===== src/rtl/cmult_pkg.sv =====
// Shared types and helpers for the sequential complex multiplier.
// Optional feature macro: CMULT_SAT_EN (saturating reduction instead of wrap-around).
package cmult_pkg;

    // Word width of operands and results; cmult_seq's WIDTH must match this value.
    localparam int WORD_W = 8;
    // Accumulator width: one bit above a full product so a sum or difference of two products fits.
    localparam int ACC_W  = 2 * WORD_W + 1;

    // Representable range of a result word, expressed at accumulator width.
    localparam logic signed [ACC_W-1:0] SAT_MAX = ACC_W'((2 ** (WORD_W - 1)) - 1);
    localparam logic signed [ACC_W-1:0] SAT_MIN = -ACC_W'(2 ** (WORD_W - 1));

    typedef enum logic [2:0] {
        IDLE,
        MUL_RR,
        MUL_II,
        MUL_RI,
        MUL_IR,
        DONE
    } cmult_state_t;

    // Reduce a full-precision accumulator to one result word.
    function automatic logic [WORD_W-1:0] reduce_word(input logic signed [ACC_W-1:0] acc);
        logic [WORD_W-1:0] word;
`ifdef CMULT_SAT_EN
        if (acc > SAT_MAX) begin
            word = SAT_MAX[WORD_W-1:0];
        end else if (acc < SAT_MIN) begin
            word = SAT_MIN[WORD_W-1:0];
        end else begin
            word = acc[WORD_W-1:0];
        end
`else
        word = acc[WORD_W-1:0];
`endif
        return word;
    endfunction

`ifdef CMULT_SAT_EN
    // High when reduce_word would clip this accumulator value.
    function automatic logic word_clips(input logic signed [ACC_W-1:0] acc);
        return (acc > SAT_MAX) || (acc < SAT_MIN);
    endfunction
`endif

endpackage


===== src/rtl/cmult_mul_unit.sv =====
// Combinational signed WIDTH x WIDTH -> 2*WIDTH multiplier, shared by all product steps.
module cmult_mul_unit #(
    parameter int WIDTH = 8
) (
    input  logic signed [WIDTH-1:0]   a,
    input  logic signed [WIDTH-1:0]   b,
    output logic signed [2*WIDTH-1:0] p
);

    // Both operands signed, so the product is a full-precision signed result.
    assign p = a * b;

endmodule


===== src/rtl/cmult_seq.sv =====
// Sequential complex multiplier: one shared multiplier stepped over four states.
// Optional feature macro: CMULT_SAT_EN adds saturating reduction and the `sat` output.
module cmult_seq
    import cmult_pkg::*;
#(
    parameter int WIDTH = WORD_W
) (
    input  logic             clk,
    input  logic             reset_n,
    input  logic             start,
    input  logic [WIDTH-1:0] re_a,
    input  logic [WIDTH-1:0] im_a,
    input  logic [WIDTH-1:0] re_q,
    input  logic [WIDTH-1:0] im_q,
    output logic             busy,
    output logic             done,
    output logic [WIDTH-1:0] re_res,
    output logic [WIDTH-1:0] im_res
`ifdef CMULT_SAT_EN
    ,
    output logic             sat
`endif
);

    localparam int AW = 2 * WIDTH + 1;

    cmult_state_t state_q, state_d;

    logic signed [WIDTH-1:0] re_a_q, re_a_d, im_a_q, im_a_d;
    logic signed [WIDTH-1:0] re_q_q, re_q_d, im_q_q, im_q_d;
    logic signed [AW-1:0]    re_acc_q, re_acc_d, im_acc_q, im_acc_d;
    logic [WIDTH-1:0]        re_res_q, re_res_d, im_res_q, im_res_d;
`ifdef CMULT_SAT_EN
    logic                    sat_q, sat_d;
`endif

    logic signed [WIDTH-1:0]   mul_a, mul_b;
    logic signed [2*WIDTH-1:0] prod;
    logic signed [AW-1:0]      prod_ext;

    cmult_mul_unit #(.WIDTH(WIDTH)) u_mul (
        .a (mul_a),
        .b (mul_b),
        .p (prod)
    );

    assign prod_ext = {prod[2*WIDTH-1], prod};

    // Operand mux: the current product step selects which latched operand pair feeds the multiplier.
    always_comb begin
        mul_a = '0;
        mul_b = '0;
        case (state_q)
            MUL_RR:  begin mul_a = re_a_q; mul_b = re_q_q; end
            MUL_II:  begin mul_a = im_a_q; mul_b = im_q_q; end
            MUL_RI:  begin mul_a = re_a_q; mul_b = im_q_q; end
            MUL_IR:  begin mul_a = im_a_q; mul_b = re_q_q; end
            default: begin mul_a = '0;     mul_b = '0;     end
        endcase
    end

    // Next-state, operand capture, accumulation and result load.
    always_comb begin
        // NOTE: every variable gets its hold value first so no path leaves one unassigned (no latch).
        state_d  = state_q;
        re_a_d   = re_a_q;
        im_a_d   = im_a_q;
        re_q_d   = re_q_q;
        im_q_d   = im_q_q;
        re_acc_d = re_acc_q;
        im_acc_d = im_acc_q;
        re_res_d = re_res_q;
        im_res_d = im_res_q;
`ifdef CMULT_SAT_EN
        sat_d    = 1'b0;
`endif
        case (state_q)
            IDLE, DONE: begin
                if (start) begin
                    re_a_d   = re_a;
                    im_a_d   = im_a;
                    re_q_d   = re_q;
                    im_q_d   = im_q;
                    re_acc_d = '0;
                    im_acc_d = '0;
                    state_d  = MUL_RR;
                end else begin
                    state_d  = IDLE;
                end
            end
            MUL_RR: begin
                re_acc_d = re_acc_q + prod_ext;
                state_d  = MUL_II;
            end
            MUL_II: begin
                re_acc_d = re_acc_q - prod_ext;
                state_d  = MUL_RI;
            end
            MUL_RI: begin
                im_acc_d = im_acc_q + prod_ext;
                state_d  = MUL_IR;
            end
            MUL_IR: begin
                im_acc_d = im_acc_q + prod_ext;
                re_res_d = reduce_word(re_acc_q);
                im_res_d = reduce_word(im_acc_d);
`ifdef CMULT_SAT_EN
                sat_d    = word_clips(re_acc_q) || word_clips(im_acc_d);
`endif
                state_d  = DONE;
            end
            default: begin
                state_d  = IDLE;
            end
        endcase
    end

    // State and datapath registers; reset clears everything so a mid-operation reset drops the partial result.
    always_ff @(posedge clk or negedge reset_n) begin
        // NOTE: every register here is a small flop, so all of them take the async reset.
        if (!reset_n) begin
            state_q  <= IDLE;
            re_a_q   <= '0;
            im_a_q   <= '0;
            re_q_q   <= '0;
            im_q_q   <= '0;
            re_acc_q <= '0;
            im_acc_q <= '0;
            re_res_q <= '0;
            im_res_q <= '0;
`ifdef CMULT_SAT_EN
            sat_q    <= 1'b0;
`endif
        end else begin
            // NOTE: non-blocking so every register samples the pre-edge values of its inputs.
            state_q  <= state_d;
            re_a_q   <= re_a_d;
            im_a_q   <= im_a_d;
            re_q_q   <= re_q_d;
            im_q_q   <= im_q_d;
            re_acc_q <= re_acc_d;
            im_acc_q <= im_acc_d;
            re_res_q <= re_res_d;
            im_res_q <= im_res_d;
`ifdef CMULT_SAT_EN
            sat_q    <= sat_d;
`endif
        end
    end

    assign busy   = (state_q == MUL_RR) || (state_q == MUL_II) ||
                    (state_q == MUL_RI) || (state_q == MUL_IR);
    assign done   = (state_q == DONE);
    assign re_res = re_res_q;
    assign im_res = im_res_q;
`ifdef CMULT_SAT_EN
    assign sat    = sat_q;
`endif

endmodule


===== config.mk =====
export PLATFORM = sky130hd
export DESIGN_NAME = cmult_seq
export DESIGN_NICKNAME = d
export VERILOG_FILES = /design/src/rtl/cmult_pkg.sv /design/src/rtl/cmult_mul_unit.sv /design/src/rtl/cmult_seq.sv
export SDC_FILE = /design/constraint.sdc
export NUM_CORES = 1
export LEC_CHECK = 0
export CAP_MARGIN = 10
export CORE_ASPECT_RATIO = 0.9
export CORE_UTILIZATION = 50
export CTS_CLUSTER_DIAMETER = 80
export DETAILED_ROUTE_END_ITERATION = 16
export PLACE_DENSITY = 0.73
export SKIP_LAST_GASP = 1
export SLEW_MARGIN = 20
export SYNTH_ARGS = -nofsm -noshare
export SYNTH_HDL_FRONTEND = slang
export SYNTH_SLANG_ARGS = --single-unit

===== constraint.sdc =====
create_clock -name clk -period 12.5 [get_ports clk]
set_input_delay 3.125 -clock clk [delete_from_list [all_inputs] [get_ports clk]]
set_output_delay 3.125 -clock clk [all_outputs]
set_load 0.05 [all_outputs]

==> qor.csv <==
metric;value;unit
rsz0062_at_grt;false;
ioPinCount;53;
wl_per_cell;14.6;um
final_cells;584;
synthCells;410;
grt_pass1_wl;14100;um
crit_chain;nor2b_1 -> a32oi_1 -> nor2_1 -> fa_1 -> fa_1 -> ha_1 -> inv_1 -> fa_1 -> inv_1 -> ha_1 -> a21o_1 -> a21oi_1 -> xnor2_1 -> xnor3_1 -> xnor3_2 -> xnor3_1 -> o21bai_1 -> a22o_1;
worstSetupEndpointType;register;
yosysMostFrequentCell;dfrtp_1;
setup_viol;0;
tns;0;ns
dieArea;9000;um2
die_w;99.9;um
synthArstFlopShare;1.00;
yosysTopAreaCell;dfrtp_1;
synth_commonest_cells;67 x dfrtp_1, 55 x nand2_1, 43 x nor2_1;
clock-sinks;67;
grt_pass1_vias;2926;
grt_antenna_before_repair;0;
synth.distinct_cells;39;
ys_ff_latch;67;
n_antenna_cell;0;
ctsResizeCount;0;
clockBufferDepth;2;
hold_path_class;register to register;
worstPathArrival;6.17;ns
netlist.area_leader.share;0.389;
max_stage_delay;0.66;ns
fin_crit_sh;0.469;
cts_tree;done;
slew_headroom;0.451;
synth-edff-count;0;
core;8180;um2
yosys_most_used_dff;dfrtp_1;
via_per_inst;5.18;
drive_gt1_frac;0.141;
finalHoldViolations;0;
cp_slowest_cell;a32oi_1;
routed_wl;8530;um
synth_area;4310;um2
ys_seq_area_frac;0.389;
fmax;171;MHz
track_usage;0.201;
required;12.81;ns
worstSkewPairLatency;0.36;ns
area_growth_syn_to_layout;18.9;%
synth_area_leaders;dfrtp_1 39%, ha_1 9.9%, mux2_2 8.6%;
drc_errors;0;
die_y;90.1;um
root_buffer;clkbuf_8;
gp_congestion;0.859;
min_period;5.86;ns
drv_slew;0;
fillers;654;
drtPass1Iterations;4;
clk_pin_slew;0.09;ns
drt_iter0_drc;173;
max-cap-violations;0;
tightest_slew;0.824;ns
syn_nets;493;
cts_buffers;9;
final_nets;547;
fin_skew;0.0194;ns
critical_path_class;register to register;
num_vias;3023;
status;completed;
dp.cells;568;
overflow;0;
fp-row-count;31;
ant_nets;0;
post_cts.repair.setup_buffers;0;
startpoint_type;register;
grt_max_degree;68;
port_buffers;52;
cp_max_fo;10;
cts_hold_buf;0;
yosys_warnings;0;
synth.avg_cell_area;10.5;um2
htree_levels;3;
crit_top_cell;fa_1;
initial_core_util;0.527;
hpwl;6430;um
-- kinds of logic after synthesis --
family,share of synthesized area
and+or+nand+nor,0.112
DFF,0.389
AOI/OAI and AO/OA,0.108
buffers and inverters,0.0522
adders and majority gates,0.164
xor gates and xnor gates,0.0888
muxes,0.0862
-- metal layers --
layer,wire length [um],vias to the layer above,GRT usage,share of wire
li1,-,1480,-,-
met1,4240,1472,0.294,0.50
met2,3810,61,0.293,0.45
met3,379,10,0.0560,0.044
met4,99,0,0.0564,0.012
met5,0,-,0,0
-- final cells by class --
cell class | instances | area, um2 | share of cell area
sequential | 67 | 1680 | 0.327
clock inverter | 7 | 82.6 | 0.0161
clock buffer | 9 | 124 | 0.0242
timing repair buffer | 54 | 531 | 0.104
tap | 115 | 144 | 0.0281
multi-input combinational | 293 | 2420 | 0.472
inverter | 39 | 146 | 0.0286
-- placed cells by master, fill, tap and decap left out, drive strengths merged, types with 3 or more instances in the layout --
cell type | Yosys | final
buf | 5 | 3
fa | 14 | 14
clkbuf | 6 | 9
nand2 | 55 | 55
nor2 | 45 | 45
xnor2 | 26 | 26
a21oi | 11 | 11
inv | 39 | 42
dfrtp | 67 | 67
mux2 | 33 | 33
nor3 | 3 | 3
clkdlybuf4s50 | 0 | 51
o21bai | 3 | 3
nor2b | 4 | 4
a32oi | 10 | 10
xnor3 | 3 | 3
a22o | 9 | 9
a22oi | 6 | 6
o21ai | 13 | 13
xor2 | 6 | 6
nand2b | 3 | 3
ha | 34 | 34
a21o | 4 | 4
-- registers in the layout (all words and copies together) (netlist names) --
| signal | cells |
|---|---|
| re_q_q | 8 |
| im_q_q | 8 |
| re_a_q | 8 |
| im_res | 8 |
| re_acc_q | 8 |
| re_res | 8 |
| state_q | 3 |
| im_a_q | 8 |
| im_acc_q | 8 |
-- metrics by stage --
step	setup WS (ns)	instance area, um2	hold WS, ns	utilization
2_1_floorplan	7.30	4310	0.450	-
3_3_place_gp	6.72	4910	0.456	0.600
3_5_place_dp	6.68	4910	0.462	0.600
4_1_cts	6.64	5120	0.481	0.625
5_1_grt	6.31	5120	0.510	0.626
6_report	6.64	5120	0.474	0.626
-- worst paths after layout --
kind	start	endpoint	slack, ns	cells past startpoint
setup / recovery	state_q[2]$_DFF_PN0_	re_acc_q[7]$_DFFE_PN0P_	6.64	18
hold / removal	re_res[3]$_DFFE_PN0N_	re_res[3]$_DFFE_PN0N_	0.47	2
setup reg to reg	state_q[2]$_DFF_PN0_	re_acc_q[7]$_DFFE_PN0P_	6.64	18
hold reg to reg	re_res[3]$_DFFE_PN0N_	re_res[3]$_DFFE_PN0N_	0.47	2
max in group asynchronous	reset_n	re_q_q[0]$_DFFE_PN0P_	9.01	2
min in group asynchronous	reset_n	re_res[2]$_DFFE_PN0N_	2.93	2
-- critical path: cells and delay by family (launching register included) --
| kind | cells | cell delay [ns] |
|---|---|---|
| AO/OA/AOI/OAI | 5 | 1.30 |
| buffers and inverters | 2 | 0.11 |
| XOR/XNOR | 4 | 1.24 |
| AND/OR/NAND/NOR | 2 | 0.42 |
| adder cells (fa/ha/maj) | 5 | 2.12 |
| flip-flops | 1 | 0.63 |
Power is not shown: default switching activity piles up to over one toggle a cycle in this logic, so the estimate is an artifact.
